## src/rtl/class_score_accumulator.sv

```systemverilog
// class_score_accumulator
//   Sweeps every grid cell once per start pulse, reading one class weight ROM
//   and the activity grid (both 1-cycle latency), and accumulates the signed
//   dot product sum(weight * activity). The result is presented on score with
//   a one-cycle score_valid pulse.
//
//   Optional build macro SCORE_SAT_EN: when defined the accumulator saturates
//   on overflow; otherwise it wraps modulo 2^ACC_BITS. overflow is flagged
//   (sticky for the sweep) in both builds.
//
// Ports
//   clk          system clock, rising edge
//   rst_n        asynchronous active-low reset
//   start        begin a sweep (sampled only in IDLE)
//   cell_addr    address to weight ROM and activity memory
//   rd_en        high while a valid address is presented
//   weight_din   signed ROM data, valid 1 cycle after address
//   feat_din     unsigned activity count, valid 1 cycle after address
//   busy         sweep (including drain) in progress
//   score        final dot product, held until the next sweep completes
//   score_valid  one-cycle pulse when score updates
//   overflow     accumulator left its range during the last sweep
`timescale 1ns/1ps
module class_score_accumulator #(
  parameter int NUM_CELLS   = 1024,
  parameter int WEIGHT_BITS = 8,
  parameter int FEAT_BITS   = 4,
  parameter int ACC_BITS    = 24
) (
  input  logic                            clk,
  input  logic                            rst_n,
  input  logic                            start,
  output logic [$clog2(NUM_CELLS)-1:0]    cell_addr,
  output logic                            rd_en,
  input  logic signed [WEIGHT_BITS-1:0]   weight_din,
  input  logic [FEAT_BITS-1:0]            feat_din,
  output logic                            busy,
  output logic signed [ACC_BITS-1:0]      score,
  output logic                            score_valid,
  output logic                            overflow
);

  localparam int AW = $clog2(NUM_CELLS);
  localparam int PW = WEIGHT_BITS + FEAT_BITS + 1;
  localparam logic [AW-1:0] LAST_ADDR = AW'(NUM_CELLS - 1);

  typedef enum logic [1:0] {IDLE, SWEEP, DRAIN, DONE} state_t;

  state_t                     state, state_nxt;
  logic                       drain_cnt;
  logic                       rd_q;
  logic signed [ACC_BITS-1:0] acc, acc_nxt;
  logic signed [PW-1:0]       product;
  logic signed [ACC_BITS:0]   sum;
  logic                       ovf_step;

  always_comb begin
    state_nxt = state;
    case (state)
      IDLE:    if (start) state_nxt = SWEEP;
      SWEEP:   if (cell_addr == LAST_ADDR) state_nxt = DRAIN;
      DRAIN:   if (drain_cnt) state_nxt = DONE;
      DONE:    state_nxt = IDLE;
      default: state_nxt = IDLE;
    endcase
  end

  assign rd_en = (state == SWEEP);
  assign busy  = (state == SWEEP) || (state == DRAIN);

  // Activity is zero-extended so the multiply stays signed and non-negative
  // on that side; the sum is formed one bit wider to expose overflow.
  always_comb begin
    product  = $signed(weight_din) * $signed({1'b0, feat_din});
    sum      = {acc[ACC_BITS-1], acc} + {{(ACC_BITS + 1 - PW){product[PW-1]}}, product};
    ovf_step = sum[ACC_BITS] != sum[ACC_BITS-1];
`ifdef SCORE_SAT_EN
    if (ovf_step)
      acc_nxt = sum[ACC_BITS] ? {1'b1, {(ACC_BITS-1){1'b0}}} : {1'b0, {(ACC_BITS-1){1'b1}}};
    else
      acc_nxt = sum[ACC_BITS-1:0];
`else
    acc_nxt = sum[ACC_BITS-1:0];
`endif
  end

  always_ff @(posedge clk or negedge rst_n) begin
    if (!rst_n) begin
      state       <= IDLE;
      cell_addr   <= '0;
      drain_cnt   <= 1'b0;
      rd_q        <= 1'b0;
      acc         <= '0;
      score       <= '0;
      score_valid <= 1'b0;
      overflow    <= 1'b0;
    end else begin
      state       <= state_nxt;
      rd_q        <= rd_en;
      score_valid <= 1'b0;

      // rd_q marks the cycle in which the memories return data for the
      // address presented one cycle earlier.
      if (rd_q) begin
        acc <= acc_nxt;
        if (ovf_step) overflow <= 1'b1;
      end

      case (state)
        IDLE: begin
          if (start) begin
            acc       <= '0;
            overflow  <= 1'b0;
            cell_addr <= '0;
            drain_cnt <= 1'b0;
          end
        end
        SWEEP: begin
          cell_addr <= (cell_addr == LAST_ADDR) ? '0 : cell_addr + 1'b1;
        end
        DRAIN: begin
          drain_cnt <= ~drain_cnt;
          // Final accumulation landed at the end of the first drain cycle.
          if (drain_cnt) begin
            score       <= acc;
            score_valid <= 1'b1;
          end
        end
        default: ;
      endcase
    end
  end

endmodule

```

## config.mk

```make
export PLATFORM = sky130hd
export DESIGN_NAME = class_score_accumulator
export DESIGN_NICKNAME = d
export VERILOG_FILES = /design/src/rtl/class_score_accumulator.sv
export SDC_FILE = /design/constraint.sdc
export NUM_CORES = 1
export LEC_CHECK = 0
export BUFFER_PORTS_ARGS = -buffer_cell sky130_fd_sc_hd__buf_2
export CAP_MARGIN = 20
export CORE_AREA = 2 2 103 105
export CTS_CLUSTER_DIAMETER = 50
export DETAILED_ROUTE_END_ITERATION = 10
export DIE_AREA = 0 0 105 107
export PLACE_DENSITY = 0.84
export SYNTH_ARGS = -nofsm -noshare
export SYNTH_HDL_FRONTEND = slang
export SYNTH_SLANG_ARGS = --single-unit
```

## constraint.sdc

```tcl
create_clock -name clk -period 4.35 [get_ports clk]
set_clock_uncertainty 0.1 [all_clocks]
set_input_delay 0.87 -clock clk [delete_from_list [all_inputs] [get_ports clk]]
set_output_delay 0.87 -clock clk [all_outputs]
set_load 0.03 [all_outputs]
```

==> results of run 1 <==
-- cell usage in the layout, fill, tap and decap left out, types with 16 or more instances in the layout --
cell,n
inv_1,108
buf_4,86
dfrtp_1,64
nor2_1,51
fa_1,50
buf_2,49
nand2_1,46
ha_1,38
o21ai_0,29
and2_1,23
mux2i_1,16
-- critical path: cells and delay by family --
kind | cells | cell delay (ns)
compound gates | 2 | 0.48
xor+xnor | 1 | 0.13
fa+ha+maj | 4 | 1.59
buf+inv | 6 | 0.68
mux | 1 | 0.15
simple gates | 5 | 0.58
-- worst paths after layout --
kind | depth (start not counted) | to | startpoint | slack [ns]
worst max-delay path | 19 | acc[19]$_DFF_PN0_ | feat_din[0] | -0.04
worst min-delay path | 2 | score[9]$_DFFE_PN0P_ | score[9]$_DFFE_PN0P_ | 0.38
worst max register to register | 16 | overflow$_DFF_PN0_ | acc[6]$_DFF_PN0_ | 0.15
worst min register to register | 2 | score[9]$_DFFE_PN0P_ | score[9]$_DFFE_PN0P_ | 0.38
max in group asynchronous | 2 | acc[4]$_DFF_PN0_ | rst_n | 2.71
min in group asynchronous | 1 | score[3]$_DFFE_PN0P_ | rst_n | 0.48
-- cell type report --
class	instances	area, um2
clock buffers	10	137.6
flip-flops and latches	64	1602
clock inverters	6	91.34
multi-input cells	454	4263
inverters	120	457.9
fillers	668	2316
repair buffers	145	1055
well taps	136	170.2
-- logic make-up after synthesis --
| group | count (synthesis) | synth area share [%] |
|---|---|---|
| compound gates | 114 | 12.47 |
| xor+xnor | 14 | 2.051 |
| fa+ha+maj | 105 | 28.50 |
| buf+inv | 137 | 8.767 |
| flops | 64 | 26.78 |
| mux | 33 | 5.859 |
| simple gates | 188 | 15.57 |
-- per-layer routing --
layer | vias to the layer above | wire [um]
li1 | 2432 | -
met3 | 58 | 844
met5 | - | 0
met1 | 2630 | 6552
met4 | 0 | 521
met2 | 207 | 8441
-- flip-flops by register name (all words and copies together) (netlist names) --
name,cells
drain_cnt,1
acc,24
state,2
overflow,1
score,24
cell_addr,10
rd_q,1
score_valid,1
-- per-stage QoR --
stage	instance area (um2)	util (%)	TNS [ns]
after floorplan	6068	-	-1.770
after global placement	7104	70.39	-4.789
after detailed placement	7104	70.39	-6.389
after CTS	7503	74.35	-0.05559
after global routing	7776	77.05	-0.8916
final	7776	77.05	-0.06703
-- cells in the mapped netlist (3+ instances only) --
library cell and instances:
a211oi_1 5, nor2_1 52, or3_1 5, a22o_1 3, xor2_1 3, nor3_1 9, and2_1 24, o21ai_0 34
xnor2_1 11, nand4_1 5, clkbuf_1 11, ha_1 53, buf_1 3, a21o_1 11, nor2b_1 5, a21oi_1 24
a31oi_1 6, inv_1 119, and3_1 9, fa_1 52, o211ai_1 3, dfrtp_1 64, mux2_2 15, mux2i_1 17
nand2_1 50, nand3_1 11, a21oi_2 3, o21a_1 3, nor3b_1 4
-- what timing repair did --
item,in CTS,in global routing
buffers inserted,2,8
setup endpoints to repair,12,15
cloned,0,0
gates resized for setup,29,48
pin swaps,19,27
==> impl_metrics.py, run 1 <==
metrics = {
    "synthesis": {
        "async_flop_share_pct": 100.0,
        "yosysUniqueCellTypes": 62,
        "syn_inst": 655,
        "synth_top_area_share_pct": 26.78,
        "synth_seq_area_share_pct": 26.78,
        "synth_edf_count": 0,
        "synth_flop_cell": "dfrtp_1",
        "synth_top_area_cell": "dfrtp_1",
        "synth_nets": 775,
        "synth_area_per_cell_um2": 9.129,
        "synth_area_um2": 5979,
        "ys.warnings.count": 0,
        "synth_seq_cells": 64,
        "ys_top_cells_by_area": "dfrtp_1 27%, fa_1 17%, ha_1 11%",
    },
    "place": {
        "hpwl_mm": 11.68,
        "place_inst": 910,
        "preCtsSetupSlack_ns": -0.6178,
        "portBuffers": 52,
        "gp_congestion": 0.9166,
    },
    "clock_tree": {
        "cts-htree-levels": 3,
        "cts_made_buffers": 9,
        "clock_sinks": 64,
        "clockBufferDepth": 2,
        "cts_tree": "done",
        "clk_pin_slew_ns": 0.08,
        "hold_buffers": 0,
        "cts_root_buffer": "clkbuf_8",
        "clk_latency_ns": 0.36,
    },
    "grt": {
        "grt_max_degree": 36,
        "grt-ovfl-total": 0,
        "globalRoute.busiestLayer": "met2",
        "grt_usage_pct": 29.39,
        "use_met1_pct": 35.08,
        "grt_first_pass_wirelength_mm": 25.93,
        "use_met2_pct": 52.04,
        "met3_usage_pct": 4.985,
        "antenna_found_initial": 0,
        "grt_pass1_vias": 5555,
    },
    "sta": {
        "final_hold_viol_count": 0,
        "setup_viol": 2,
        "clock.fmax_mhz": 228.0,
        "grt_setup_unrepaired": "yes",
        "worst_pin_slew_ns": 1.013,
        "slew_headroom_pct": 32.47,
        "hold_slack_ns": 0.3794,
        "slew_violations": 0,
        "finalCritPeriodShare_pct": 100.8,
        "setup_ws_ns": -0.03572,
        "period_needed_ns": 4.386,
    },
    "die": {
        "die-area_um2": 11240,
        "initial_core_util_pct": 59.25,
        "fp.dieH_um": 107,
        "core_area_um2": 10090,
        "num_io_pins": 53,
        "rows": 37,
        "fp.dieW_um": 105,
    },
    "min_path": {
        "min-delay-path-class": "reg -> reg",
    },
    "worst_setup_path": {
        "setup.worst_path.start_class": "primary input",
        "crit_chain": "buf_12 > nand2_4 > clkinvlp_4 > buf_12 > fa_1 > ha_1 > inv_1 > fa_1 > inv_1 > ha_4 > and3_4 > nand3_4 > a2111oi_4 > o31ai_4 > buf_4 > nor2b_4 > xnor2_2 > mux2i_1 > nor2_1",
        "slowest_stage": "fa_1",
        "arrival_ns": 4.52,
        "crit_path_max_fanout": 9,
        "cp-end-kind": "register",
        "max_stage_delay_ns": 0.56,
        "critical_path_class": "in -> reg",
        "cp.required_ns": 4.48,
    },
    "routing": {
        "drt_first_pass_iters": 5,
        "drc": 0,
        "drt_iter0_markers": 400,
        "viasPerCell": 5.697,
        "wl_per_cell_um": 17.50,
        "num_vias": 5327,
        "wirelength_mm": 16.36,
        "drtAntennaViolNets": 0,
    },
    "finish": {
        "antenna_cells": 0,
        "areaGrowthSynthToFinish_pct": 30.05,
        "nNetsFinal": 914,
        "drive_above_1_share_pct": 31.66,
        "stdcell_count": 935,
    },
    "job": {
        "cap_violations": 0,
    },
    "run_status": {
        "status": "complete, but fails checks",
        "violations": "setup timing",
    },
}
Power of run 1 is not shown: default switching activity piles up to over one toggle a cycle in this logic, so the estimate is an artifact.
==> inputs of run 2 (changes only) <==
- CORE_AREA: 2 2 103 105 -> 2 2 127 129
- DIE_AREA: 0 0 105 107 -> 0 0 129 131
- GPL_ROUTABILITY_DRIVEN: not set -> 0
- PLACE_DENSITY: 0.84 -> 0.61
==> run 2 against run 1 <==
  * The flow still finishes with violations (setup timing)
  * Setup slack worse by 0.074 ns
  * Register-to-register slack about the same
  * Die area is 50% higher
  * Fmax is 1.7% lower
  * Worst hold slack lost 0.0038 ns
  * Routed wire length fell by 5.3%
  * Largest cell class unchanged
  * Highest routed layer unchanged
==> impl_metrics.py, run 2 (synthesis results as in run 1) <==
metrics = {
    "routing": {
        "drtAntennaViolNets": 0,
        "viasPerCell": 4.912,
        "drc": 0,
        "wirelength_mm": 15.49,
        "drt_first_pass_iters": 4,
        "drt_iter0_markers": 217,
        "wl_per_cell_um": 15.23,
        "num_vias": 4996,
    },
    "finish": {
        "areaGrowthSynthToFinish_pct": 34.90,
        "stdcell_count": 1017,
        "drive_above_1_share_pct": 33.83,
        "layout.cells.most_common": "inv_1",
        "fillers": 1405,
        "reg.largest.list": "acc x24, score x24, cell_addr x10",
        "antenna_cells": 0,
        "final_cell_mix": "102 x inv_1, 81 x buf_4, 64 x dfrtp_1, 50 x fa_1, 49 x nor2_1",
        "final_core_util_pct": 51.72,
        "nNetsFinal": 916,
    },
    "die": {
        "rows": 46,
        "fp.dieH_um": 131,
        "die-area_um2": 16900,
        "num_io_pins": 53,
        "initial_core_util_pct": 38.34,
        "fp.dieW_um": 129,
        "core_area_um2": 15600,
    },
    "clock_tree": {
        "clockBufferDepth": 2,
        "clock_sinks": 64,
        "cts_root_buffer": "clkbuf_16",
        "cts-htree-levels": 3,
        "cts_tree": "done",
        "clk_latency_ns": 0.34,
        "hold_buffers": 0,
        "clk_pin_slew_ns": 0.05,
        "cts_made_buffers": 9,
    },
    "sta": {
        "finalCritPeriodShare_pct": 102.5,
        "grt_setup_unrepaired": "yes",
        "setup_viol": 3,
        "hold_slack_ns": 0.3755,
        "clock.fmax_mhz": 224.2,
        "setup_ws_ns": -0.1098,
        "slew_headroom_pct": 41.31,
        "slew_violations": 0,
        "final_hold_viol_count": 0,
        "worst_pin_slew_ns": 0.8804,
        "period_needed_ns": 4.460,
    },
    "grt": {
        "grt-ovfl-total": 0,
        "grt_first_pass_wirelength_mm": 25.83,
        "antenna_found_initial": 0,
        "grt_usage_pct": 19.56,
        "grt_max_degree": 65,
        "grt_pass1_vias": 5379,
    },
    "job": {
        "cap_violations": 0,
    },
    "worst_setup_path": {
        "critical_path_class": "in -> reg",
        "arrival_ns": 4.61,
        "cp-end-kind": "register",
        "setup.worst_path.start_class": "primary input",
        "crit_path_max_fanout": 7,
        "cp.required_ns": 4.50,
    },
    "run_status": {
        "violations": "setup timing",
        "status": "complete, but fails checks",
    },
    "place": {
        "place_inst": 991,
        "portBuffers": 52,
        "hpwl_mm": 11.32,
        "preCtsSetupSlack_ns": -0.5575,
    },
    "min_path": {
        "min-delay-path-class": "reg -> reg",
    },
}
-- run 2: worst max-delay path: stages --
cell and delay, ns:
buf_6 0.11, nand2_4 0.10, clkinvlp_4 0.25, buf_6 0.21, fa_1 0.44, ha_1 0.29, inv_1 0.05, fa_1 0.53
inv_1 0.07, ha_4 0.21, a21o_1 0.17, a21o_1 0.16, a21o_1 0.17, or3_1 0.40, mux2i_2 0.19, nor2_1 0.08
xnor2_1 0.14, o31ai_2 0.16
-- run 2: layout make-up --
class                      instances  area [um2]  area share [%]
multi-input combinational        454        4349           53.92
sequential                        64        1602           19.85
timing repair buffer             147        1085           13.45
inverter                         120       461.7           5.724
tap                              216       270.3           3.350
clock buffer                      11       242.7           3.009
clock inverter                     5       56.30          0.6980
-- run 2: final timing paths --
kind / from / to / slack (ns) / cells past startpoint
worst max-delay path: feat_din[0] / overflow$_DFF_PN0_ / -0.11 / 18
worst min-delay path: score[22]$_DFFE_PN0P_ / score[22]$_DFFE_PN0P_ / 0.38 / 2
worst max register to register: acc[6]$_DFF_PN0_ / overflow$_DFF_PN0_ / 0.14 / 16
worst min register to register: score[22]$_DFFE_PN0P_ / score[22]$_DFFE_PN0P_ / 0.38 / 2
max in group asynchronous: rst_n / acc[17]$_DFF_PN0_ / 2.94 / 2
min in group asynchronous: rst_n / score[3]$_DFFE_PN0P_ / 0.64 / 2
-- run 2: timing repair --
| item | in CTS | in global routing |
|---|---|---|
| setup buffers | 2 | 10 |
| resized for setup | 32 | 69 |
| gates cloned | 0 | 0 |
| pin swaps | 30 | 42 |
| endpoints found under the hold margin | 0 | 0 |
| setup endpoints to repair | 13 | 14 |
-- run 2: metrics by stage --
step / cell area (um2) / setup TNS (ns)
floorplan: 6068 / -1.770
global placement: 7187 / -5.744
detailed placement: 7187 / -6.368
CTS: 7697 / -0.06114
global route: 8066 / -1.224
finish: 8066 / -0.1228
-- run 2: per-layer routing --
metal  share of wire, %  track usage [%]  vias up
li1                   -                -     2439
met1                 46            25.11     2453
met2                 49            33.71       82
met3                3.5            3.339       22
met4                2.1            6.458        0
met5                  0                0        -
Power of run 2 is left out for the same reason.
==> inputs of run 3 (changes only) <==
- TNS_END_PERCENT: not set -> 5
==> run 3 against run 2 <==
  * The flow still finishes with violations (setup timing)
  * Count of clock-buffer cells in the layout down 2
  * Critical path depth rose by 3
  * Core utilization decreased by 1.7 points
  * Critical path type unchanged
  * Largest cell class unchanged
==> impl_metrics.py, run 3 (synthesis results as in run 1) <==
metrics = {
    "worst_setup_path": {
        "critical_path_class": "in -> reg",
        "crit_buf_inv": 8,
        "slowest_stage": "fa_1",
        "crit_chain": "buf_2 > buf_4 > and2_1 > inv_1 > ha_1 > inv_2 > buf_4 > buf_4 > ha_1 > inv_1 > fa_1 > inv_1 > ha_1 > a21o_1 > a21o_1 > a21o_1 > or3_1 > mux2i_1 > nor2_1 > xnor2_1 > o31ai_2",
        "max_stage_delay_ns": 0.52,
        "crit_path_max_fanout": 5,
        "arrival_ns": 4.53,
        "path_delay_family": "adder cells",
        "cp.required_ns": 4.50,
        "path_depth": 21,
        "setup.worst_path.start_class": "primary input",
        "ff2ff_path_depth": 17,
        "cp-end-kind": "register",
    },
    "sta": {
        "setup_ws_ns": -0.03324,
        "final_hold_viol_count": 0,
        "slew_headroom_pct": 32.13,
        "finalCritPeriodShare_pct": 100.8,
        "slew_violations": 0,
        "clock.fmax_mhz": 228.1,
        "period_needed_ns": 4.383,
        "setup_viol": 1,
        "worst_pin_slew_ns": 1.018,
        "hold_slack_ns": 0.3700,
        "grt_setup_unrepaired": "yes",
    },
    "routing": {
        "wirelength_mm": 14.73,
        "viasPerCell": 4.874,
        "drt_iter0_markers": 211,
        "drtAntennaViolNets": 0,
        "wl_per_cell_um": 14.54,
        "drc": 0,
        "drt_first_pass_iters": 5,
        "num_vias": 4937,
    },
    "finish": {
        "areaGrowthSynthToFinish_pct": 30.36,
        "layout.cells.most_common": "inv_1",
        "drive_above_1_share_pct": 27.48,
        "antenna_cells": 0,
        "nNetsFinal": 912,
        "final_core_util_pct": 49.98,
        "reg.largest.list": "acc x24, score x24, cell_addr x10",
        "final_cell_mix": "114 x inv_1, 86 x buf_4, 64 x dfrtp_1, 52 x nor2_1, 52 x fa_1",
    },
    "clock_tree": {
        "clk_latency_ns": 0.35,
        "hold_buffers": 0,
        "cts-htree-levels": 3,
        "clock_sinks": 64,
        "cts_root_buffer": "clkbuf_16",
        "cts_tree": "done",
        "post_cts_buffers": 0,
        "clockBufferDepth": 2,
        "clk_pin_slew_ns": 0.06,
        "cts_made_buffers": 9,
    },
    "min_path": {
        "hold_path_depth": 2,
        "min-delay-path-class": "reg -> reg",
    },
    "run_status": {
        "status": "complete, but fails checks",
        "violations": "setup timing",
    },
    "place": {
        "portBuffers": 52,
        "preCtsSetupSlack_ns": -0.5463,
        "hpwl_mm": 11.36,
    },
    "die": {
        "core_area_um2": 15600,
        "die-area_um2": 16900,
        "num_io_pins": 53,
        "initial_core_util_pct": 38.34,
        "rows": 46,
        "fp.dieW_um": 129,
        "fp.dieH_um": 131,
    },
    "power_and_ir_drop": {
        "ir_drop_v": 0.0003584,
        "pwr-share-comb_pct": 74.0,
        "p_total_w": 0.007146,
        "p_int_w": 0.003840,
        "leakagePower_nw": 3.984,
        "p_sw_w": 0.003306,
        "swShare_pct": 46.26,
        "seq_power_share_pct": 13.8,
        "clock_power_share_pct": 12.2,
        "power-per-cell-area_nw_per_um2": 916.8,
    },
    "grt": {
        "met3_usage_pct": 3.950,
        "globalRoute.busiestLayer": "met2",
        "grt_max_degree": 39,
        "antenna_found_initial": 0,
        "grt_pass1_vias": 5357,
        "grt-ovfl-total": 0,
        "grt_usage_pct": 19.40,
        "use_met2_pct": 32.90,
        "grt_first_pass_wirelength_mm": 25.74,
        "use_met1_pct": 25.06,
    },
    "job": {
        "cap_violations": 0,
    },
}
run 3: cell types whose count changed in the layout (fill, tap and decap cells not counted), moves of 11 or more:
cell   delta
inv_2    -11
ha_1     +11
inv_1    +12
ha_4     -12
buf_6    -12
run 3: final timing paths:
check	startpoint	end	slack, ns
worst max-delay path	feat_din[3]	overflow$_DFF_PN0_	-0.03
worst min-delay path	score[22]$_DFFE_PN0P_	score[22]$_DFFE_PN0P_	0.37
worst max register to register	acc[6]$_DFF_PN0_	acc[18]$_DFF_PN0_	0.26
worst min register to register	score[22]$_DFFE_PN0P_	score[22]$_DFFE_PN0P_	0.37
max in group asynchronous	rst_n	score[15]$_DFFE_PN0P_	2.70
min in group asynchronous	rst_n	score[3]$_DFFE_PN0P_	0.48
run 3: what timing repair did:
action / in CTS / in global routing
cloned: 0 / 0
pin swaps: 16 / 1
endpoints found under the setup margin: 12 / 14
gates resized for setup: 27 / 10
run 3: per-stage QoR:
| stage | cell area [um2] | cells | TNS (ns) |
|---|---|---|---|
| finish | 7795 | 1013 | -0.03324 |
| global route | 7795 | 1013 | -1.416 |
| CTS | 7756 | 1013 | -0.03671 |
| detailed placement | 7254 | 997 | -6.393 |
| global placement | 7227 | 996 | -5.975 |
| floorplan | 6046 | 655 | -1.991 |
run 3: tightest hold or removal path: cells and delay by family, from the launching register on:
family / cells / cell delay (ns)
DFF: 1 / 0.33
AOI/OAI and AO/OA: 1 / 0.06
and+or+nand+nor: 1 / 0.04
run 3: final cells by class:
class,count,area [um2]
Sequential cell,64,1602
Tap cell,216,270.3
Inverter,120,457.9
Clock inverter,7,127.6
Multi-Input combinational cell,454,4073
Fill cell,1455,7802
Clock buffer,9,225.2
Timing Repair Buffer,143,1040
run 3: layer usage:
layer  wire [um]  vias to the layer above
li1            -                     2424
met1        6744                     2411
met2        7260                       77
met3         480                       25
met4         248                        0
met5           0                        -
run 3: power by group through the flow:
stage / logic (W) / clock network, W / registers [W]
2_1_floorplan: 0.00308 / 0 / 0.00119
6_report: 0.00529 / 0.000873 / 0.000986
3_5_place_dp: 0.00497 / 0 / 0.00100
5_1_grt: 0.00590 / 0.000929 / 0.00103
3_3_place_gp: 0.00485 / 0 / 0.000994
4_1_cts: 0.00523 / 0.000901 / 0.000994
Power figures use the tool's default switching activity.
